--- src/rtl/pending_encoder.sv ---
// Accumulates 8 request lines into a sticky pending register and offers one
// pending index at a time as a registered code with a valid/ack handshake.
module pending_encoder #(
  parameter int LOW_FIRST = 1
) (
  input  logic       clk,
  input  logic       rst,
  input  logic [7:0] A,
  input  logic       ack,
  output logic [2:0] B,
  output logic       valid,
  output logic [7:0] pending,
  output logic       multi
);

  typedef enum logic {IDLE, OFFER} state_t;

  state_t     state_q, state_d;
  logic [7:0] pending_q, pending_d;
  logic [2:0] b_q, b_d;
  logic       valid_q, valid_d;
  logic [7:0] clr_mask;

  // Priority encoder; the last matching index in scan order wins.
  function automatic logic [2:0] encode(input logic [7:0] p);
    logic [2:0] enc;
    enc = 3'd0;
    for (int i = 0; i < 8; i++) begin
      if (LOW_FIRST != 0) begin
        if (p[7 - i]) enc = 3'(7 - i);
      end else begin
        if (p[i]) enc = 3'(i);
      end
    end
    return enc;
  endfunction

  generate
    for (genvar gi = 0; gi < 8; gi++) begin : g_clr
      assign clr_mask[gi] = (b_q == 3'(gi));
    end
  endgenerate

  always_comb begin
    state_d   = state_q;
    b_d       = b_q;
    valid_d   = valid_q;
    pending_d = pending_q | A;
    case (state_q)
      IDLE: begin
        if (|pending_q) begin
          state_d = OFFER;
          valid_d = 1'b1;
          b_d     = encode(pending_q);
        end
      end
      OFFER: begin
        if (ack) begin
          // OR-ing A after the clear lets a same-cycle re-request keep its bit.
          pending_d = (pending_q & ~clr_mask) | A;
          if (|pending_d) begin
            b_d = encode(pending_d);
          end else begin
            state_d = IDLE;
            valid_d = 1'b0;
          end
        end
      end
      default: begin
        state_d = IDLE;
        valid_d = 1'b0;
      end
    endcase
  end

  always_ff @(posedge clk or posedge rst) begin
    if (rst) begin
      state_q   <= IDLE;
      pending_q <= 8'h00;
      b_q       <= 3'd0;
      valid_q   <= 1'b0;
    end else begin
      state_q   <= state_d;
      pending_q <= pending_d;
      b_q       <= b_d;
      valid_q   <= valid_d;
    end
  end

  assign B       = b_q;
  assign valid   = valid_q;
  assign pending = pending_q;
  assign multi   = |(pending_q & (pending_q - 8'd1));

endmodule

--- config.mk ---
export PLATFORM = sky130hd
export DESIGN_NAME = pending_encoder
export DESIGN_NICKNAME = d
export VERILOG_FILES = /design/src/rtl/pending_encoder.sv
export SDC_FILE = /design/constraint.sdc
export NUM_CORES = 1
export LEC_CHECK = 0
export ABC_CLOCK_PERIOD_IN_PS = 2100
export CORE_ASPECT_RATIO = 0.5
export CORE_MARGIN = 4
export CORE_UTILIZATION = 35
export CTS_CLUSTER_SIZE = 12
export DETAILED_ROUTE_END_ITERATION = 12
export DONT_BUFFER_PORTS = 1
export GPL_ROUTABILITY_DRIVEN = 0
export GPL_TIMING_DRIVEN = 0
export PLACE_DENSITY = 0.57
export REMOVE_ABC_BUFFERS = 1
export SLEW_MARGIN = 20
export SYNTH_ARGS = -nofsm -noshare
export SYNTH_HDL_FRONTEND = slang
export SYNTH_SLANG_ARGS = --single-unit
--- constraint.sdc ---
create_clock -name clk -period 2.1 [get_ports clk]
set_clock_uncertainty 0.15 [all_clocks]
set_input_delay 0.315 -clock clk [delete_from_list [all_inputs] [get_ports clk]]
set_output_delay 0.315 -clock clk [all_outputs]
set_load 0.005 [all_outputs]
Yosys cells after proc, flatten, opt, wreduce, memory -nomap -nowiden
Cells that the tools add are included.
{ "word_totals": {"word_cells": 58, "mem_bits_rw": 0, "latch_bits": 0, "mem_bits_ro": 0, "reg_bits": 13, "n_memories": 0} }
{ "classes": {"n_eq_ne": 11, "muxes": 30, "n_reduce_logical": 6, "bitwise_logic": 6, "order_cmp": 0, "addsub": 1, "n_mul": 0, "div": 0, "shifts": 0} }
{ "op_table": {"columns": ["operator", "n"], "rows": [
  ["two-way mux 3 bit", 19],
  ["OR reduction 8 bit", 3],
  ["bitwise AND 8 bit", 2],
  ["two-way mux 8 bit", 2],
  ["bitwise OR 8 bit", 2],
  ["== test 3 bit, second input constant", 4],
  ["inverter 8 bit", 1],
  ["subtractor 8 x 1 -> 8 bit, second input constant", 1],
  ["== test 3 x 2 -> 1 bit, second input constant", 2],
  ["two-way mux 1 bit", 6],
  ["!= test 2 bit, second input constant", 3],
  ["case mux 3 bit (2 select lines)", 1],
  ["AND reduction 3 bit", 2],
  ["case mux 1 bit (2 select lines)", 2],
  ["== test 3 x 1 -> 1 bit, second input constant", 1],
  ["zero test 3 bit", 1],
  ["!= test 2 x 1 -> 1 bit, second input constant", 1],
  ["inverter 1 bit", 1]
]} }

Longest topological paths before layout
Gate-level depths: netlist of run 1.
{ "depth": {"word_depth": 15, "mapped_depth": 7, "ltp_nobuf": 6} }

Worst setup path before layout of run 1
No wires, ideal clock.
{ "synth_timing": {"kind": "register -> register", "from": "reg b_q[1], in the netlist B[1]", "to": "reg b_q[2], in the netlist B[2]", "period_less_slack_ns": 2.060, "t_arrival_ns": 1.830, "path_slack_ns": 0.040, "stages_incl_launch_ff": 8, "path_cell_list": "dfrtp_1 buf_6 or3b_4 a2111oi_4 nand4_2 nand2_1 a22o_4 mux2i_1"} }
{ "synth_between": {"elab_chain_cells": 15, "word_cells_on_any_way": 25, "classes_between": "eq/ne (8); mux (11); bitwise (3); reduce/logical (3)"} }
{ "synth_lines": {"columns": ["item", "line", "rtl"], "rows": [
  ["start, declared", "20", "logic [2:0] b_q, b_d;"],
  ["start signal, assigned", "80", "b_q <= 3'd0;"],
  ["start signal, assigned", "85", "b_q <= b_d;"],
  ["== test 3 bit", "40", "assign clr_mask[gi] = (b_q == 3'(gi));"],
  ["inverter 8 bit (*)", "60", "pending_d = (pending_q & ~clr_mask) | A;"],
  ["bitwise AND 8 bit (*)", "60", null],
  ["bitwise OR 8 bit (*)", "60", null],
  ["two-way mux 3 bit (8 in a row)", "30", "if (p[7 - i]) enc = 3'(7 - i);"],
  ["two-way mux 3 bit", "61", "if (|pending_d) begin"],
  ["two-way mux 3 bit", "58", "if (ack) begin"],
  ["case mux 3 bit (2 select lines)", "49", "case (state_q)"]
]} }
Every way passes the cells marked *; elsewhere a longest branch is shown, timed or not. The select of a mux whose other input is x is not followed.
A chain may end at the register's enable or synchronous reset.

Final worst setup path of run 1
{ "layout_timing": {"from": "reg pending_q[7], in the netlist pending[7]", "to": "out multi"} }
{ "layout_between": {"elab_chain_cells": 3} }
{ "layout_lines": {"columns": ["item", "line", "rtl"], "rows": [
  ["start, declared", "19", "logic [7:0] pending_q, pending_d;"],
  ["start signal, assigned", "84", "pending_q <= pending_d;"],
  ["subtractor 8 x 1 -> 8 bit", "93", "assign multi = |(pending_q & (pending_q - 8'd1));"],
  ["bitwise AND 8 bit (*)", "93", null],
  ["OR reduction 8 bit (*)", "93", null],
  ["end, declared", "13", "output logic multi"]
]} }
Every way passes the cells marked *; elsewhere a longest branch is shown, timed or not.

==> impl_metrics.yaml, run 1 <==
status:
  status: "finished with violations"
  violations: "negative setup slack"
global_route:
  grt_pass1_wl_mm: 4.67
  grt_pass1_vias: 915
  grt_max_degree: 14
  grt-ovfl-total: 0
  antenna_found_initial: 0
  grtUsageTotal_pct: 15.9
power:
  pwr-share-comb_pct: 26.4
  peakVddDrop_mv: 0.254
  power_switching_mw: 0.250
  p_int_mw: 0.496
  swShare_pct: 33.5
  pwr-share-clk_pct: 31.5
  pwr-share-seq_pct: 42.0
  p_per_area_mw_per_mm2: 601
  p_leak_nw: 0.547
detailed_routing:
  wirelength_mm: 2.96
  wl_per_cell_um: 18.5
  dr.pass1.iters: 4
  vias: 930
  drtAntennaViolNets: 0
  post_drt_via_cell_ratio: 5.81
  drt_iter0_drc: 61
  drc: 0
floorplanning:
  initial_core_util_pct: 38.2
  ios: 24
  core-area_mm2: 0.00270
  dieArea_mm2: 0.00393
  die_h_um: 46.4
  die_w_um: 84.8
  rows: 13
finish:
  layout_common_cells: "12 x nand2_1, 8 x a21o_1, 7 x nor2_1, 7 x inv_1, 7 x dfrtp_1"
  diodes: 0
  drive_gt1_share_pct: 34.1
  fin_nets: 135
  final_cells: 160
  mostFrequentLayoutCell: "nand2_1"
  syn2layout_area_growth_pct: 20.1
critical_path:
  required_ns: 1.63
  worstPathCellList: "or3_4, maj3_2, o22a_1, o32ai_2, nand2_1"
  end_kind: "output pin"
  crit_buf_inv: 0
  start_kind: "register"
  arrival_ns: 1.82
  r2r-start: "B[1]"
  crit_type: "register to output pin"
  crit_path_max_fanout: 8
  critical-path-top-delay-family: "simple AND/OR/NAND/NOR gates"
  slowest_delay_ns: 0.46
  cp-startpoint: "pending[7]"
  crit_slowest_cell: "dfrtp_2"
clocking:
  cts.path.max_buffers: 2
  root_buffer: "clkbuf_8"
  htree_levels: 1
  cts_buffers: 3
  tritoncts: "yes"
  clock_latency_ns: 0.25
  path_clk_slew_ns: 0.06
  clock_sinks: 13
timing:
  finalWorstPathRequiredPeriod_ns: 2.28
  finalWorstSetupSlack_ns: -0.185
  hold_viol: 0
  worst_slew_pin_slew_ns: 0.543
  fin_crit_sh_pct: 109
  rsz0062_at_grt: "true"
  finalSetupViolCount: 6
  slew_viol_final: 0
  fmax_ghz: 0.438
  slew_headroom_pct: 63.8
  tns_ns: -0.619
synth:
  synthTopCellsByArea: "dfrtp_1 32%, a21o_1 5.8%, nand2_1 4.7%"
  avgSynthCellArea_um2: 9.22
  synth_cell_types: 47
  ys.flop_type: "dfrtp_1"
  async_reset_ff_share_pct: 100
  synth_area_leader_cell: "dfrtp_1"
  syn_inst: 112
  ys_seq_elements: 13
  synth-edff-count: 0
  ys_seq_area_share_pct: 31.5
  synthesis.area_mm2: 0.00103
  yosysWarnings: 0
  synth_top_area_share_pct: 31.5
hold_path:
  worst_hold_path_type: "input pin to register"
  hold_start: "A[4]"
placed_design:
  port_buffers: 0
  post-place-ws_ns: -0.335
  placed_cells: 144
  dp_hpwl_mm: 1.92
run:
  cap_violations: 0
## through the flow
step / total power [mW] / area [um2] / utilization (%) / hold slack, ns
6_report: 0.746 / 1240 / 45.9 / 0.00431
5_1_grt: 0.780 / 1240 / 45.9 / 0.000516
4_1_cts: 0.744 / 1230 / 45.5 / 0.00439
3_5_place_dp: 0.462 / 1030 / 38.3 / 0.135
3_3_place_gp: 0.460 / 1030 / 38.3 / 0.132
2_1_floorplan: 0.424 / 988 / - / 0.0420
## cell usage after synthesis, types with 3 or more instances
cell type,n
inv_1,7
or2_2,3
dfrtp_1,13
a21o_1,8
nand3_1,3
nand2_1,13
or3_1,3
nor2_1,7
o21ai_0,4
a21oi_1,6
mux2i_1,3
## per-layer routing
| layer | routed length (um) | part of all wire (%) | GRT usage, % | vias up |
|---|---|---|---|---|
| li1 | - | - | - | 438 |
| met1 | 1390 | 47 | 20.2 | 454 |
| met2 | 1320 | 45 | 26.3 | 30 |
| met3 | 195 | 6.6 | 5.00 | 8 |
| met4 | 57 | 1.9 | 4.73 | 0 |
| met5 | 0 | 0 | 0 | - |
## path summary, 6_finish.rpt
check | end | slack, ns | cells past startpoint
max reg2reg | B[1] | -0.12 | 6
max | multi | -0.18 | 5
min in group asynchronous | valid | 0.39 | 2
max in group asynchronous | pending[6] | 1.02 | 2
min reg2reg | valid | 0.37 | 2
min | pending[4] | 0.004 | 1
## cell type report
cell class	count	area, um2
Fill cell	268	1460
Timing Repair Buffer	12	95.1
Multi-Input combinational cell	86	689
Sequential cell	13	333
Inverter	8	30.0
Clock inverter	1	5.00
Tap cell	37	46.3
Clock buffer	3	41.3
## cells by family after synthesis
family | synth area share (%)
AND/OR/NAND/NOR | 25.5
AO/OA/AOI/OAI | 32.0
buffers and inverters | 7.15
flip-flops | 31.5
multiplexers | 2.91
adder cells (fa/ha/maj) | 0.970
## registers in the layout (all words and copies together) (netlist names)
name and count:
pending 8, valid 1, B 3, state_q 1
## worst register-to-register path, delay by kind of cell (launching register included)
family             cells  cell delay [ns]
AOI/OAI and AO/OA      2             0.47
muxes                  1             0.18
and+or+nand+nor        3             0.86
DFF                    1             0.47
## repair_timing
item / in CTS / in global routing
buffers inserted: 10 / 0
hold buffers: 1 / 1
pin swaps: 10 / 4
hold endpoints to repair: 13 / 1
endpoints found under the setup margin: 6 / 6
gates resized for setup: 20 / 1
## power by group through the flow
stage | Combinational, mW | Sequential [mW] | Clock (mW)
2_1_floorplan | 0.112 | 0.313 | 0
3_3_place_gp | 0.130 | 0.330 | 0
3_5_place_dp | 0.131 | 0.331 | 0
4_1_cts | 0.192 | 0.313 | 0.239
5_1_grt | 0.208 | 0.317 | 0.256
6_report | 0.197 | 0.313 | 0.235
(Power assumes the default switching activity.)
==> run 2: changes to the inputs <==
- CTS_CLUSTER_SIZE: 12 -> 25
- PLACE_DENSITY: 0.57 -> default
- PLACE_DENSITY_LB_ADDON: default -> 0.1
==> impl_metrics.yaml, run 2 (same netlist as run 1, synthesis figures left out) <==
detailed_routing:
  wirelength_mm: 3.00
  wl_met1_mm: 1.47
  highest_layer: "met4"
  wl_met3_um: 237
  drc: 0
  wl_met2_mm: 1.27
  wl_per_cell_um: 19.0
  drtAntennaViolNets: 0
  post_drt_via_cell_ratio: 5.87
  drt_iter0_drc: 68
  dr.pass1.iters: 4
  vias: 927
finish:
  largest_register_ffs: 8
  final_cells: 158
  nFillCells: 262
  fin_util_pct: 44.9
  layout_common_cells: "13 x nand2_1, 8 x a21o_1, 7 x nor2_1, 7 x inv_1, 7 x dfrtp_1"
  mostFrequentLayoutCell: "nand2_1"
  diodes: 0
  syn2layout_area_growth_pct: 17.5
  drive_gt1_share_pct: 32.2
  fin_nets: 133
power:
  power_switching_mw: 0.242
  pwr-share-clk_pct: 31.8
  power.total_mw: 0.725
  pwr-share-comb_pct: 24.7
  peakVddDrop_mv: 0.407
  swShare_pct: 33.4
  p_leak_nw: 0.536
  p_per_area_mw_per_mm2: 598
  p_int_mw: 0.483
  pwr-share-seq_pct: 43.4
critical_path:
  start_kind: "register"
  slowest_delay_ns: 0.46
  crit_type: "register to output pin"
  arrival_ns: 1.81
  crit_slowest_cell: "dfrtp_2"
  worstPathCellList: "or3_4, maj3_2, o22a_1, o32ai_2, nand2_1"
  crit_path_max_fanout: 7
  end_kind: "output pin"
  required_ns: 1.63
timing:
  fin_crit_sh_pct: 108
  slew_headroom_pct: 63.4
  finalWorstPathRequiredPeriod_ns: 2.27
  finalWorstSetupSlack_ns: -0.174
  hold_viol: 0
  worst_slew_pin_slew_ns: 0.548
  finalSetupViolCount: 6
  slew_viol_final: 0
  rsz0062_at_grt: "true"
  hold_slack_ns: 0.00769
  fmax_ghz: 0.440
status:
  status: "finished with violations"
  violations: "negative setup slack"
clocking:
  htree_levels: 1
  path_clk_slew_ns: 0.06
  cts_buffers: 3
  root_buffer: "clkbuf_8"
  tritoncts: "yes"
  cts.path.max_buffers: 2
  clock_sinks: 13
  clock_latency_ns: 0.25
hold_path:
  worst_hold_path_type: "input pin to register"
global_route:
  grt-ovfl-total: 0
  grt_pass1_wl_mm: 4.86
  antenna_found_initial: 0
  grt_max_degree: 14
  grtUsageTotal_pct: 16.4
  grt_pass1_vias: 891
floorplanning:
  initial_core_util_pct: 38.2
  core-area_mm2: 0.00270
  ios: 24
  dieArea_mm2: 0.00393
  die_h_um: 46.4
  rows: 13
  die_w_um: 84.8
run:
  cap_violations: 0
placed_design:
  placed_cells: 144
  dp_hpwl_mm: 2.01
  post-place-ws_ns: -0.369
  port_buffers: 0
==> run 2: cell count changes in the layout (fill, tap and decap cells not counted) <==
cell             previous run  this run
buf_2                       2         3
dlygate4sd3_1               2         1
or3b_1                      0         1
nand2_1                    12        13
or3b_4                      2         1
buf_4                       2         1
nand2_2                     1         0
clkdlybuf4s18_2             2         1
==> run 2: per-stage QoR <==
step                setup TNS [ns]  cell area [um2]
floorplan                   -0.173              988
global placement             -1.45             1030
detailed placement           -1.49             1030
CTS                         -0.585             1210
global route                 -1.07             1210
finish                      -0.660             1210
==> run 2: path summary, 6_finish.rpt <==
kind,start,end,slack (ns),cells after the start
worst max register to register,B[2],B[1],-0.14,7
worst max-delay path,pending[5],multi,-0.17,5
min in group asynchronous,rst,valid,0.40,2
worst min-delay path,A[5],pending[5],0.008,1
worst min register to register,valid,valid,0.39,2
max in group asynchronous,rst,B[2],1.01,2
==> run 2: layer usage <==
metal,GRT usage [%],up-vias
li1,-,434
met1,22.5,459
met2,25.0,32
met3,6.61,2
met4,1.89,0
met5,0,-
==> run 2: area by class of cell <==
type / count / area, um2 / share of cell area [%]
clock buffer: 3 / 41.3 / 3.41
clock inverter: 1 / 5.00 / 0.413
inverter: 8 / 30.0 / 2.48
multi-input combinational: 86 / 684 / 56.5
sequential: 13 / 333 / 27.5
tap: 37 / 46.3 / 3.82
timing repair buffer: 10 / 72.6 / 5.99
==> run 2: timing repair <==
item,CTS,global route
hold endpoints to repair,13,0
hold buffers,1,0
setup endpoints to repair,6,6
gates resized for setup,16,3
setup buffers,9,0
pin swaps,10,0
==> run 2: critical path, delay by kind of cell, from the launching register on <==
kind                     cells  cell delay [ns]
AND/OR/NAND/NOR              2             0.50
flip-flops                   1             0.46
AO/OA/AOI/OAI                2             0.31
adder cells (fa/ha/maj)      1             0.29
==> run 2: power by group through the flow <==
stage / clock network (mW) / registers [mW] / logic, mW
final: 0.231 / 0.315 / 0.179
after global routing: 0.243 / 0.319 / 0.195
after CTS: 0.234 / 0.314 / 0.180
after detailed placement: 0 / 0.333 / 0.131
after global placement: 0 / 0.333 / 0.131
after floorplan: 0 / 0.313 / 0.112
